==> src/rtl/debug_step_controller_if.sv <==
// debug_step_controller_if: switch, peek and step signals between the board side and the step controller
interface debug_step_controller_if;
    logic        switchRun;
    logic [4:0]  SwitchSelector;
    logic [31:0] rf_rdata;
    logic [4:0]  dbg_rf_addr;
    logic [31:0] reg_read_data_1;
    logic        cpu_step_en;
    logic [31:0] step_count;
    logic        busy;
    modport master (
        output switchRun, SwitchSelector, rf_rdata,
        input  dbg_rf_addr, reg_read_data_1, cpu_step_en, step_count, busy
    );
    modport slave (
        input  switchRun, SwitchSelector, rf_rdata,
        output dbg_rf_addr, reg_read_data_1, cpu_step_en, step_count, busy
    );
endinterface

==> src/rtl/debug_step_controller.sv <==
// debug_step_controller: debounced single-step pulse generator and register-file peek port for the MIPS core
module debug_step_controller #(
    parameter int DEBOUNCE_CYCLES = 8,
    parameter int RUN_STEPS       = 1
) (
    input logic                    clkFast,
    input logic                    reset_n,
    debug_step_controller_if.slave dbg
);
    localparam logic [1:0] IDLE         = 2'd0;
    localparam logic [1:0] DEBOUNCE     = 2'd1;
    localparam logic [1:0] STEP         = 2'd2;
    localparam logic [1:0] WAIT_RELEASE = 2'd3;
    localparam logic [7:0] DB_LAST      = 8'(DEBOUNCE_CYCLES - 1);
    localparam logic [7:0] RS_LAST      = 8'(RUN_STEPS - 1);
    logic        sync_1;
    logic        run_s;
    logic [1:0]  state;
    logic [1:0]  state_nx;
    logic [7:0]  cnt;
    logic [7:0]  cnt_nx;
    logic [31:0] step_cnt;
    logic [4:0]  rf_addr;
    logic [31:0] peek;
    assign dbg.cpu_step_en     = state == STEP;
    assign dbg.busy            = state != IDLE;
    assign dbg.step_count      = step_cnt;
    assign dbg.dbg_rf_addr     = rf_addr;
    assign dbg.reg_read_data_1 = peek;
    // two-flop synchronizer; run_s is the only view of the switch
    always_ff @(posedge clkFast or negedge reset_n) begin
        if (!reset_n) begin
            sync_1 <= 1'b0;
            run_s  <= 1'b0;
        end else begin
            sync_1 <= dbg.switchRun;
            run_s  <= sync_1;
        end
    end
    // next state: press debounce, step burst, release debounce sharing one counter
    always_comb begin
        state_nx = state;
        cnt_nx   = cnt;
        case (state)
            IDLE: begin
                if (run_s) begin
                    state_nx = DEBOUNCE;
                    cnt_nx   = 8'd1;
                end
            end
            DEBOUNCE: begin
                if (!run_s) begin
                    state_nx = IDLE;
                    cnt_nx   = 8'd0;
                end else if (cnt == DB_LAST) begin
                    state_nx = STEP;
                    cnt_nx   = 8'd0;
                end else
                    cnt_nx = cnt + 8'd1;
            end
            STEP: begin
                if (cnt == RS_LAST) begin
                    state_nx = WAIT_RELEASE;
                    cnt_nx   = 8'd0;
                end else
                    cnt_nx = cnt + 8'd1;
            end
            default: begin
                if (run_s)
                    cnt_nx = 8'd0;
                else if (cnt == DB_LAST) begin
                    state_nx = IDLE;
                    cnt_nx   = 8'd0;
                end else
                    cnt_nx = cnt + 8'd1;
            end
        endcase
    end
    // FSM state and shared counter registers
    always_ff @(posedge clkFast or negedge reset_n) begin
        if (!reset_n) begin
            state <= IDLE;
            cnt   <= 8'd0;
        end else begin
            state <= state_nx;
            cnt   <= cnt_nx;
        end
    end
    // count every issued step, wrapping naturally at 2^32
    always_ff @(posedge clkFast or negedge reset_n) begin
        if (!reset_n)
            step_cnt <= 32'd0;
        else if (state == STEP)
            step_cnt <= step_cnt + 32'd1;
    end
    // peek port: register the index, then register the read data with $zero forced to 0
    always_ff @(posedge clkFast or negedge reset_n) begin
        if (!reset_n) begin
            rf_addr <= 5'd0;
            peek    <= 32'd0;
        end else begin
            rf_addr <= dbg.SwitchSelector;
            peek    <= rf_addr == 5'd0 ? 32'd0 : dbg.rf_rdata;
        end
    end
endmodule

==> src/flat_wrapper.sv <==
// flat-port wrapper written by rule: the top's interface ports become plain ports
module debug_step_controller_flat 
#(
    parameter int DEBOUNCE_CYCLES = 8,
    parameter int RUN_STEPS       = 1
)
  (clkFast, reset_n, dbg_switchRun, dbg_SwitchSelector, dbg_rf_rdata, dbg_dbg_rf_addr, dbg_reg_read_data_1, dbg_cpu_step_en, dbg_step_count, dbg_busy);
  debug_step_controller_if dbg_i ();
  input logic clkFast;
  input logic reset_n;
  input wire logic [$bits(dbg_i.switchRun)-1:0] dbg_switchRun;
  input wire logic [$bits(dbg_i.SwitchSelector)-1:0] dbg_SwitchSelector;
  input wire logic [$bits(dbg_i.rf_rdata)-1:0] dbg_rf_rdata;
  output wire logic [$bits(dbg_i.dbg_rf_addr)-1:0] dbg_dbg_rf_addr;
  output wire logic [$bits(dbg_i.reg_read_data_1)-1:0] dbg_reg_read_data_1;
  output wire logic [$bits(dbg_i.cpu_step_en)-1:0] dbg_cpu_step_en;
  output wire logic [$bits(dbg_i.step_count)-1:0] dbg_step_count;
  output wire logic [$bits(dbg_i.busy)-1:0] dbg_busy;
  assign dbg_i.switchRun = dbg_switchRun;
  assign dbg_i.SwitchSelector = dbg_SwitchSelector;
  assign dbg_i.rf_rdata = dbg_rf_rdata;
  assign dbg_dbg_rf_addr = dbg_i.dbg_rf_addr;
  assign dbg_reg_read_data_1 = dbg_i.reg_read_data_1;
  assign dbg_cpu_step_en = dbg_i.cpu_step_en;
  assign dbg_step_count = dbg_i.step_count;
  assign dbg_busy = dbg_i.busy;
  debug_step_controller #(.DEBOUNCE_CYCLES(DEBOUNCE_CYCLES), .RUN_STEPS(RUN_STEPS)) u_core (.clkFast(clkFast), .reset_n(reset_n), .dbg(dbg_i));
endmodule
==> config.mk <==
export PLATFORM = sky130hd
export DESIGN_NAME = debug_step_controller_flat
export DESIGN_NICKNAME = d
export VERILOG_FILES = /design/src/rtl/debug_step_controller_if.sv /design/src/rtl/debug_step_controller.sv /design/src/flat_wrapper.sv
export SDC_FILE = /design/constraint.sdc
export NUM_CORES = 1
export LEC_CHECK = 0
export CAP_MARGIN = 20
export CORE_MARGIN = 1.5
export CORE_UTILIZATION = 45
export CTS_CLUSTER_DIAMETER = 150
export CTS_CLUSTER_SIZE = 40
export DETAILED_ROUTE_END_ITERATION = 8
export GPL_TIMING_DRIVEN = 0
export HOLD_SLACK_MARGIN = 0.12
export PLACE_DENSITY = 0.84
export SLEW_MARGIN = 20
export SYNTH_ARGS = -nofsm -noshare
export SYNTH_HDL_FRONTEND = slang
export SYNTH_SLANG_ARGS = --single-unit
==> constraint.sdc <==
create_clock -name clkFast -period 2 [get_ports clkFast]
set_clock_uncertainty 0.15 [all_clocks]
set_input_delay 0.6 -clock clkFast [delete_from_list [all_inputs] [get_ports clkFast]]
set_output_delay 0.6 -clock clkFast [all_outputs]
set_load 0.1 [all_outputs]
# Word-level counts from Yosys, hierarchy flattened
# Index checks and enable logic that the tools add are counted.
[word_totals]
reg_bits = 81
input_bits = 40
output_inout_bits = 71
[op_classes]
addsub = 2
n_eq_ne = 7
n_mux = 14
reduce_logical = 6
[ops]
columns = ["cell", "count"]
rows = [
  ["$mux W8", 5],
  ["$add A32 B1 Y32 const B", 1],
  ["$mux W32", 1],
  ["$pmux W8 S3", 1],
  ["$mux W2", 6],
  ["$add A8 B1 Y8 const B", 1],
  ["$eq A8 B3 Y1 const B", 1],
  ["$logic_not A8 Y1", 1],
  ["$pmux W2 S3", 1],
  ["$logic_not A5 Y1", 1],
  ["$reduce_and A5 Y1", 1],
  ["$ne A2 B1 Y1 const B", 2],
  ["$ne A4 B4 Y1 const B", 1],
  ["$reduce_bool A4 Y1", 1],
  ["$ne A3 B3 Y1 const B", 1],
  ["$eq A2 B1 Y1 const B", 1],
  ["$eq A2 B2 Y1 const B", 1],
  ["$logic_not A2 Y1", 1],
  ["$reduce_bool A2 Y1", 1],
]

# Depth between registers and ports, before layout
# Gate-level depths: netlist of the first run.
[logic_depth]
depth_word = 4
ltp_mapped = 6
ltp_nobuf = 6

# Least setup slack after synthesis of the first run
# OpenSTA, ideal clock, no wires.
[synth_timing]
kind = "reg2reg"
start = "register u_core.step_cnt[0] (netlist: u_core.dbg.step_count[0])"
end = "register u_core.step_cnt[28] (netlist: u_core.dbg.step_count[28])"
setup_ns = 0.159
arrival_time_ns = 2.116
required_ns = 1.691
path_slack_ns = -0.425
path_stages_with_launch = 6
path_buffers = 0
synth_period_minus_slack_ns = 2.425
path_cell_list = "dfrtp_1 > ha_1 > nand4b_4 > nor4b_4 > nand4_1 > xnor2_1"
[synth_between]
elab_chain_cells = 1
[synth_rtl]
columns = ["element", "line_no", "text"]
rows = [
  ["from (decl)", "debug_step_controller.sv:22", "logic [31:0] step_cnt;"],
  ["from (signal assigned)", "debug_step_controller.sv:94", "step_cnt <= step_cnt + 32'd1;"],
  ["$add A32 B1 Y32", "debug_step_controller.sv:94", ""],
]
# No other way between the ends.
# A chain may end at the register's enable or synchronous reset.

# Final worst setup path of the first run
[layout_timing]
start = "register u_core.state[1]"
end = "output dbg_busy"
[layout_between]
elab_chain_cells = 1
[layout_rtl]
columns = ["element", "line_no", "text"]
rows = [
  ["from (decl)", "debug_step_controller.sv:18", "logic [1:0] state;"],
  ["from (signal assigned)", "debug_step_controller.sv:85", "state <= state_nx;"],
  ["$reduce_bool A2 Y1", "debug_step_controller.sv:26", "assign dbg.busy = state != IDLE;"],
  ["to (decl)", "flat_wrapper.sv:18", "output wire logic [$bits(dbg_i.busy)-1:0] dbg_busy;"],
]
# No other way between the ends.

==> results of run 1 <==
[what timing repair did]
item,4_1_cts,5_1_grt
buffers inserted,3,3
endpoints found under the hold margin,29,0
hold buffers,1,0
pin swaps,1,4
resized for setup,330,51
setup endpoints to repair,71,48
[worst max-delay path: cells and delay by family (launching register included)]
kind          cells  cell delay (ps)
buf+inv           2              300
flops             1              450
simple gates      1              240
[registers in the layout, indices dropped and copies added, names as in the netlist]
name,cells
u_core.dbg.dbg_rf_addr,5
u_core.run_s,1
u_core.sync_1,1
u_core.dbg.step_count,32
u_core.cnt,8
u_core.state,2
u_core.dbg.reg_read_data_1,32
[final timing paths]
kind | endpoint | slack [ps] | depth (start not counted)
setup / recovery | dbg_busy | -80 | 3
hold / removal | u_core.run_s$_DFF_PN0_ | 210 | 0
setup reg to reg | u_core.dbg.step_count[30]$_DFFE_PN0P_ | 100 | 7
hold reg to reg | u_core.run_s$_DFF_PN0_ | 210 | 0
max in group asynchronous | u_core.dbg.step_count[19]$_DFFE_PN0P_ | 530 | 3
min in group asynchronous | u_core.dbg.step_count[10]$_DFFE_PN0P_ | 570 | 2
[layout make-up]
class | instances | area (sq um) | area share (%)
Sequential cell | 81 | 2077 | 44.84
Multi-Input combinational cell | 185 | 1281 | 27.66
Timing Repair Buffer | 118 | 888.4 | 19.18
Clock buffer | 11 | 151.4 | 3.269
Tap cell | 99 | 123.9 | 2.674
Buffer | 7 | 46.29 | 0.9995
Clock inverter | 5 | 37.54 | 0.8104
Inverter | 6 | 26.28 | 0.5673
[routing by layer]
layer / part of all wire (%) / routed length, um / global-route usage [%] / vias to the layer above
met5: 0 / 0 / 0 / -
met4: 2.1 / 156 / 9.091 / 0
met2: 49 / 3549 / 29.19 / 98
li1: - / - / - / 1221
met3: 8.0 / 579 / 8.126 / 15
met1: 41 / 2991 / 23.67 / 1233
[power by group through the flow]
| stage | Sequential, W | Combinational (W) | Clock, W |
|---|---|---|---|
| after floorplan | 0.00215 | 0.0000969 | 0 |
| after global placement | 0.00177 | 0.000710 | 0 |
| after detailed placement | 0.00177 | 0.000725 | 0 |
| after CTS | 0.00174 | 0.000713 | 0.00114 |
| after global routing | 0.00174 | 0.000726 | 0.00122 |
| final | 0.00173 | 0.000691 | 0.00111 |
[cells by family (layout without fill, tap and decap cells)]
logic type,after synthesis,after routing,share of synthesized area (%)
adders and majority gates,3,3,1.116
DFF,81,81,60.27
muxes,1,1,0.3348
and+or+nand+nor,131,131,24.00
AOI/OAI and AO/OA,15,15,3.088
buffers and inverters,14,147,2.083
xor gates and xnor gates,35,35,9.115
[synthesized netlist by cell type (2+ instances only)]
cell type / number / share of area [%]
sky130_fd_sc_hd__dfrtp_1: 81 / 60
sky130_fd_sc_hd__nor2b_1: 33 / 6.1
sky130_fd_sc_hd__xnor2_1: 32 / 8.3
sky130_fd_sc_hd__nand2_1: 17 / 1.9
sky130_fd_sc_hd__nand3_1: 17 / 2.5
sky130_fd_sc_hd__nand4_1: 15 / 2.8
sky130_fd_sc_hd__nor2_1: 13 / 1.5
sky130_fd_sc_hd__and3_1: 6 / 1.1
sky130_fd_sc_hd__inv_1: 6 / 0.67
sky130_fd_sc_hd__buf_2: 5 / 0.74
sky130_fd_sc_hd__nor3_1: 5 / 0.74
sky130_fd_sc_hd__o21ai_0: 4 / 0.60
sky130_fd_sc_hd__a21oi_1: 3 / 0.45
sky130_fd_sc_hd__and4_1: 3 / 0.78
sky130_fd_sc_hd__ha_1: 3 / 1.1
sky130_fd_sc_hd__xor2_1: 3 / 0.78
sky130_fd_sc_hd__a31oi_1: 2 / 0.37
sky130_fd_sc_hd__and2_0: 2 / 0.37
sky130_fd_sc_hd__and2_1: 2 / 0.37
sky130_fd_sc_hd__nand3_2: 2 / 0.60
sky130_fd_sc_hd__nand4b_1: 2 / 0.52
sky130_fd_sc_hd__nor4_1: 2 / 0.37
sky130_fd_sc_hd__nor4b_1: 2 / 0.52
sky130_fd_sc_hd__or2_2: 2 / 0.37
[cell usage in the layout, fill, tap and decap left out, types with 3 or more instances in the layout]
cell type / synthesis / final
sky130_fd_sc_hd__a21oi_1: 3 / 3
sky130_fd_sc_hd__clkdlybuf4s50_1: 0 / 38
sky130_fd_sc_hd__ha_1: 3 / 3
sky130_fd_sc_hd__dfrtp_1: 81 / 49
sky130_fd_sc_hd__nor2_1: 13 / 13
sky130_fd_sc_hd__xor2_1: 3 / 3
sky130_fd_sc_hd__nand3_1: 17 / 17
sky130_fd_sc_hd__buf_2: 5 / 61
sky130_fd_sc_hd__nand2_1: 17 / 17
sky130_fd_sc_hd__xnor2_1: 32 / 32
sky130_fd_sc_hd__nor3_1: 5 / 4
sky130_fd_sc_hd__clkbuf_4: 0 / 10
sky130_fd_sc_hd__buf_4: 1 / 8
sky130_fd_sc_hd__inv_1: 6 / 5
sky130_fd_sc_hd__clkinvlp_4: 0 / 3
sky130_fd_sc_hd__clkbuf_8: 0 / 11
sky130_fd_sc_hd__nor2b_1: 33 / 33
sky130_fd_sc_hd__o21ai_0: 4 / 3
sky130_fd_sc_hd__and3_1: 6 / 6
sky130_fd_sc_hd__dfrtp_4: 0 / 4
sky130_fd_sc_hd__nand4_1: 15 / 15
sky130_fd_sc_hd__and4_1: 3 / 3
sky130_fd_sc_hd__dfrtp_2: 0 / 28
[per-stage QoR]
step	area, sq um	hold WS [ps]	TNS, ps	worst slack [ps]	util, %
final	4632	205.2	-81.57	-81.57	63.86
after global routing	4632	212.6	-194.7	-130.0	63.86
after CTS	4733	204.2	-150.7	-97.11	65.26
after detailed placement	4666	185.8	-17300	-618.8	64.33
after global placement	4641	181.8	-230820	-3045	63.98
after floorplan	3416	154.4	0	3.555	-
==> out/qor.txt, run 1 <==
========================================================================================
Power Density                                                               763.9 nW/um^2
Fraction of final layout cells with drive strength greater than 1                 35.84%
Die footprint                                                                 8001 sq um
Dominant synthesized flop cell                                              sky130_fd_sc_hd__dfrtp_1
Final setup fails                                                                      1
Remaining number of nets flagged by the antenna check after routing                    0
Final WS setup                                                                 -81.57 ps
Leak                                                                            2.110 nW
CTS clk-pin slew, worst paths                                                      80 ps
Violated checks                                                             setup timing
Post-Synthesis Cell Area                                                      3363 sq um
Total congestion overflow after global routing                                         0
Via count                                                                          2,567
Register bit total from synthesis                                                     81
Number of different library cells in the post-synthesis netlist                       42
GR Util All Layers                                                                19.19%
Slew HR                                                                           63.48%
Height of the chip                                                              89.45 um
Final Hold Fails                                                                       0
Average size of a mapped cell                                                12.01 sq um
Number of H-tree branching levels                                                      3
Number of antenna violations at the first check in global routing                      0
Result of the run                                                           finished, violations left
Path class of the lowest-slack min-delay path                               register to register
Fmax                                                                           480.4 MHz
Count of flip-flops with a built-in enable after synthesis                             0
HP Start                                                                    u_core.sync_1$_DFF_PN0_
Critical path required time                                                      1250 ps
Worst-path fanout max                                                                  3
Syn Nets                                                                             323
Number of buffer cells added on primary ports                                        110
Via/cell ratio                                                                     5.014
Proportion of power drawn by combinational gates                                   19.5%
Crit Reg-Reg Startpoint                                                     u_core.state[1]$_DFFE_PN0P_
Global-route wire length before repair                                          11.45 mm
Share of async-settable or async-resettable flops after synthesis                 100.0%
Number of maximum-capacitance constraint violations                                    0
Critical path startpoint category                                               register
Net count of the finished layout                                                     451
Drt initial violations                                                               110
RSZ-0062 raised after global routing                                                true
Filler cells                                                                         606
Cell count after synthesis                                                           280
Ports placed on the boundary                                                         111
Portion of total power attributed to sequential cells                              49.0%
Min cycle time layout                                                            2082 ps
Starting density of the core                                                      46.37%
Pin slew with the least headroom to its limit                                   543.7 ps
Buffer depth of the longest clock path                                                 2
Critical Path Source                                                        u_core.state[1]$_DFFE_PN0P_
Arrival time of data at the critical path endpoint                               1330 ps
Area growth syn-to-layout                                                         37.72%
Ant diodes                                                                             0
Cts bufs inserted                                                                      9
Vias in the first global route                                                     2,450
Clock sink total                                                                      81
Crit-path max cell delay                                                          450 ps
Worst-path cell chain                                                       buf_6, or2_4, buf_12
Insertion delay to the later sink of the worst-skew pair                          350 ps
Period utilization                                                                104.1%
Die Wd                                                                          89.45 um
Switch Pwr                                                                    0.001141 W
Total half-perimeter wirelength after legalization and detailed placement       5.310 mm
Gpl congestion                                                                    0.8321
Critical Path Sink Type                                                       output pin
Number of instances in the placed design                                             490
Part of the Yosys area used for sequential elements                               60.27%
Buffer cell driving the clock tree root                                     sky130_fd_sc_hd__clkbuf_8
Warnings from Yosys                                                                    0
Mean routed wirelength per cell                                                 14.21 um
Maximum number of pins on one net before global-route repair                          53
Final count of pins violating max slew                                                 0
Category of the critical setup timing path                                  register to output pin
Standard-cell row count                                                               31
Total detailed-routing wirelength                                               7.278 mm
Iteration count of the initial detailed-routing pass                                   5
Area of the placeable core                                                    7253 sq um
Relative contribution of the clock network to total power                          31.5%
Share of total power consumed by net switching                                    32.24%
Slowest stage cell on the critical path                                     sky130_fd_sc_hd__dfrtp_2
CTS tree                                                                             yes
Final Instance Count excl. Fillers                                                   512
Power, Total                                                                  0.003538 W
Cell Int Power                                                                0.002398 W
Largest vdd supply drop                                                        0.5036 mV
DRC violations left                                                                    0
========================================================================================
Note: power is estimated with default switching activity, not from simulation.
==> run 2, diff against run 1 <==
--- a/config.mk
+++ b/config.mk
@@ -5,7 +5,7 @@
 export SDC_FILE = /design/constraint.sdc
 export NUM_CORES = 1
 export LEC_CHECK = 0
-export CAP_MARGIN = 20
+export CAP_MARGIN = 40
 export CORE_MARGIN = 1.5
 export CORE_UTILIZATION = 45
 export CTS_CLUSTER_DIAMETER = 150
==> run 2 against run 1 <==
  * The flow still finishes with violations (setup timing)
  * Final cell count grew 12%
  * Sequential cell count is the same
  * Worst setup slack lost 130 ps
  * Core utilization grew 22 points
  * Worst hold slack lost 5.5 ps
  * Fmax shrank 5.7%
  * Sequential power grew 2%
  * Critical endpoint is now u_core.dbg.step_count[22]$_DFFE_PN0P_
  * Largest cell class is now non-clock buffers
  * Largest power group unchanged
==> out/qor.txt, run 2 (synthesized netlist as in run 1, its figures left out) <==
========================================================================================
Sum of negative setup slack                                                     -1155 ps   -1073 ps
Standard-cell row count                                                               31   unchanged
Result of the run                                                           finished, violations left
Vias in the first global route                                                     3,373   +38%
Largest vdd supply drop                                                        0.5642 mV   +12%
Final Hold Fails                                                                       0   unchanged
Clock sink total                                                                      81   unchanged
Arrival time of data at the critical path endpoint                               2330 ps   +1000 ps
Critical Path Source                                                        u_core.dbg.step_count[13]$_DFFE_PN0P_
Total detailed-routing wirelength                                               15.27 mm   +110%
DRC violations left                                                                    0   unchanged
CTS clk-pin slew, worst paths                                                     100 ps   +20 ps
Area of the placeable core                                                    7253 sq um   unchanged
Remaining number of nets flagged by the antenna check after routing                    0   unchanged
Number of maximum-capacitance constraint violations                                    0   unchanged
Buffer cell driving the clock tree root                                     sky130_fd_sc_hd__clkbuf_8
Global-route wire length before repair                                          19.50 mm   +70%
Commonest non-fill, non-tap cells in the layout                             sky130_fd_sc_hd__buf_12 (66), sky130_fd_sc_hd__dfrtp_1 (50), sky130_fd_sc_hd__buf_4 (48)
Critical path startpoint category                                               register
Iteration count of the initial detailed-routing pass                                   6   +1
Starting density of the core                                                      46.37%   unchanged
Number of instances in the placed design                                             561   +14%
Buffer depth of the longest clock path                                                 2   unchanged
Gpl congestion                                                                    0.8321   unchanged
Critical Path Sink Type                                                         register
Power, Total                                                                  0.004255 W   +20%
GR Util All Layers                                                                34.62%   +15 points
Drt initial violations                                                               452   +310%
CTS tree                                                                             yes
Cts bufs inserted                                                                      9   unchanged
Total congestion overflow after global routing                                         0   unchanged
Min cycle time layout                                                            2207 ps   +125.7 ps
Final setup fails                                                                     16   +15
Worst-path fanout max                                                                  4   +1
Total half-perimeter wirelength after legalization and detailed placement       7.512 mm   +41%
RSZ-0062 raised after global routing                                                true
Category of the critical setup timing path                                  register to register
Height of the chip                                                              89.45 um   unchanged
Mean routed wirelength per cell                                                 26.56 um   +87%
Leak                                                                            2.789 nW   +32%
Ports placed on the boundary                                                         111   unchanged
Fraction of final layout cells with drive strength greater than 1                 44.19%   +8.4 points
Number of antenna violations at the first check in global routing                      2   +2
Number of H-tree branching levels                                                      3   unchanged
Leading cell type in the layout, fill and taps excluded                     sky130_fd_sc_hd__buf_12
Crit Reg-Reg Startpoint                                                     u_core.dbg.step_count[13]$_DFFE_PN0P_
Path class of the lowest-slack min-delay path                               register to register
Via count                                                                          3,430   +34%
Pin slew with the least headroom to its limit                                   668.3 ps   +124.6 ps
Net count of the finished layout                                                     511   +13%
Die footprint                                                                 8001 sq um   unchanged
Die Wd                                                                          89.45 um   unchanged
Power Density                                                               680.2 nW/um^2   -11%
Fmax                                                                           453.0 MHz   -5.7%
Insertion delay to the later sink of the worst-skew pair                          370 ps   +20 ps
HP Start                                                                    u_core.sync_1$_DFF_PN0_
Final Instance Count excl. Fillers                                                   575   +12%
Maximum number of pins on one net before global-route repair                          53   unchanged
Critical path required time                                                      2130 ps   +880 ps
Via/cell ratio                                                                     5.965   +19%
Period utilization                                                                110.4%   +6.3 points
Area growth syn-to-layout                                                         86.01%
Violated checks                                                             setup timing
Final count of pins violating max slew                                                 0   unchanged
Final WS setup                                                                 -207.3 ps   -125.7 ps
Slew HR                                                                           55.03%   -8.4 points
Number of buffer cells added on primary ports                                        110   unchanged
========================================================================================
run 2: cell count changes in the layout (fill, tap and decap cells not counted), sizes merged:
cell / before / now
buf: 74 / 133
bufinv: 0 / 3
clkbuf: 22 / 17
clkdlybuf4s15: 0 / 6
clkdlybuf4s18: 1 / 0
clkinv: 2 / 1
clkinvlp: 3 / 2
diode: 0 / 3
run 2: area by class of cell:
cell class	count	area, sq um
fillers	287	997.2
diodes	3	7.507
plain buffers	7	50.05
clock inverters	6	115.1
repair buffers	178	2390
inverters	6	26.28
multi-input cells	185	1340
well taps	99	123.9
flip-flops and latches	81	2076
clock buffers	10	127.6
run 2: layer usage:
| layer | vias to the layer above | routed length (um) | GRT usage [%] | part of all wire, % |
|---|---|---|---|---|
| met3 | 116 | 1660 | 11.82 | 11 |
| li1 | 1334 | - | - | - |
| met1 | 1649 | 4852 | 36.92 | 32 |
| met5 | - | 0 | 0 | 0 |
| met4 | 0 | 1132 | 17.06 | 7.4 |
| met2 | 331 | 7628 | 61.11 | 50 |
run 2: metrics by stage:
step | hold WS [ps] | worst slack, ps | cell area (sq um) | util [%]
finish | 199.7 | -207.3 | 6256 | 86.25
global route | 203.0 | -532.4 | 6248 | 86.15
CTS | 199.8 | -149.5 | 6057 | 83.51
detailed placement | 190.1 | -267.5 | 5794 | 79.89
global placement | 181.8 | -3045 | 4641 | 63.98
floorplan | 154.4 | 3.555 | 3416 | -
run 2: what timing repair did:
item | CTS | global route
pin swaps | 1 | 8
cloned | 0 | 0
hold buffers | 1 | 0
gates resized for setup | 105 | 31
endpoints found under the hold margin | 29 | 0
setup endpoints to repair | 72 | 48
buffers inserted | 31 | 20
run 2: critical path: stages (launching register included):
cell	delay, ps
sky130_fd_sc_hd__dfrtp_2	430
sky130_fd_sc_hd__buf_4	160
sky130_fd_sc_hd__nand3_1	190
sky130_fd_sc_hd__nor2_1	440
sky130_fd_sc_hd__nand4_1	400
sky130_fd_sc_hd__xnor2_1	330
run 2: power breakdown:
group          switching, W  internal [W]
clock              0.000674      0.000837
combinational      0.000583      0.000388
sequential        0.0000695       0.00170
total               0.00133       0.00293
run 2: final timing paths:
| check | depth (start not counted) | slack, ps | endpoint |
|---|---|---|---|
| hold / removal | 0 | 200 | u_core.run_s$_DFF_PN0_ |
| setup reg to reg | 5 | -210 | u_core.dbg.step_count[22]$_DFFE_PN0P_ |
| max in group asynchronous | 3 | 480 | u_core.dbg.dbg_rf_addr[3]$_DFF_PN0_ |
| hold reg to reg | 0 | 200 | u_core.run_s$_DFF_PN0_ |
| min in group asynchronous | 2 | 570 | u_core.dbg.step_count[11]$_DFFE_PN0P_ |
| setup / recovery | 5 | -210 | u_core.dbg.step_count[22]$_DFFE_PN0P_ |
==> run 3, diff against run 2 <==
--- a/config.mk
+++ b/config.mk
@@ -12,7 +12,7 @@
 export CTS_CLUSTER_SIZE = 40
 export DETAILED_ROUTE_END_ITERATION = 8
 export GPL_TIMING_DRIVEN = 0
-export HOLD_SLACK_MARGIN = 0.12
+export HOLD_SLACK_MARGIN = 0.05
 export PLACE_DENSITY = 0.84
 export SLEW_MARGIN = 20
 export SYNTH_ARGS = -nofsm -noshare
==> results of run 3 <==
The final DEF is identical to that of run 2; final timing and power are the same.
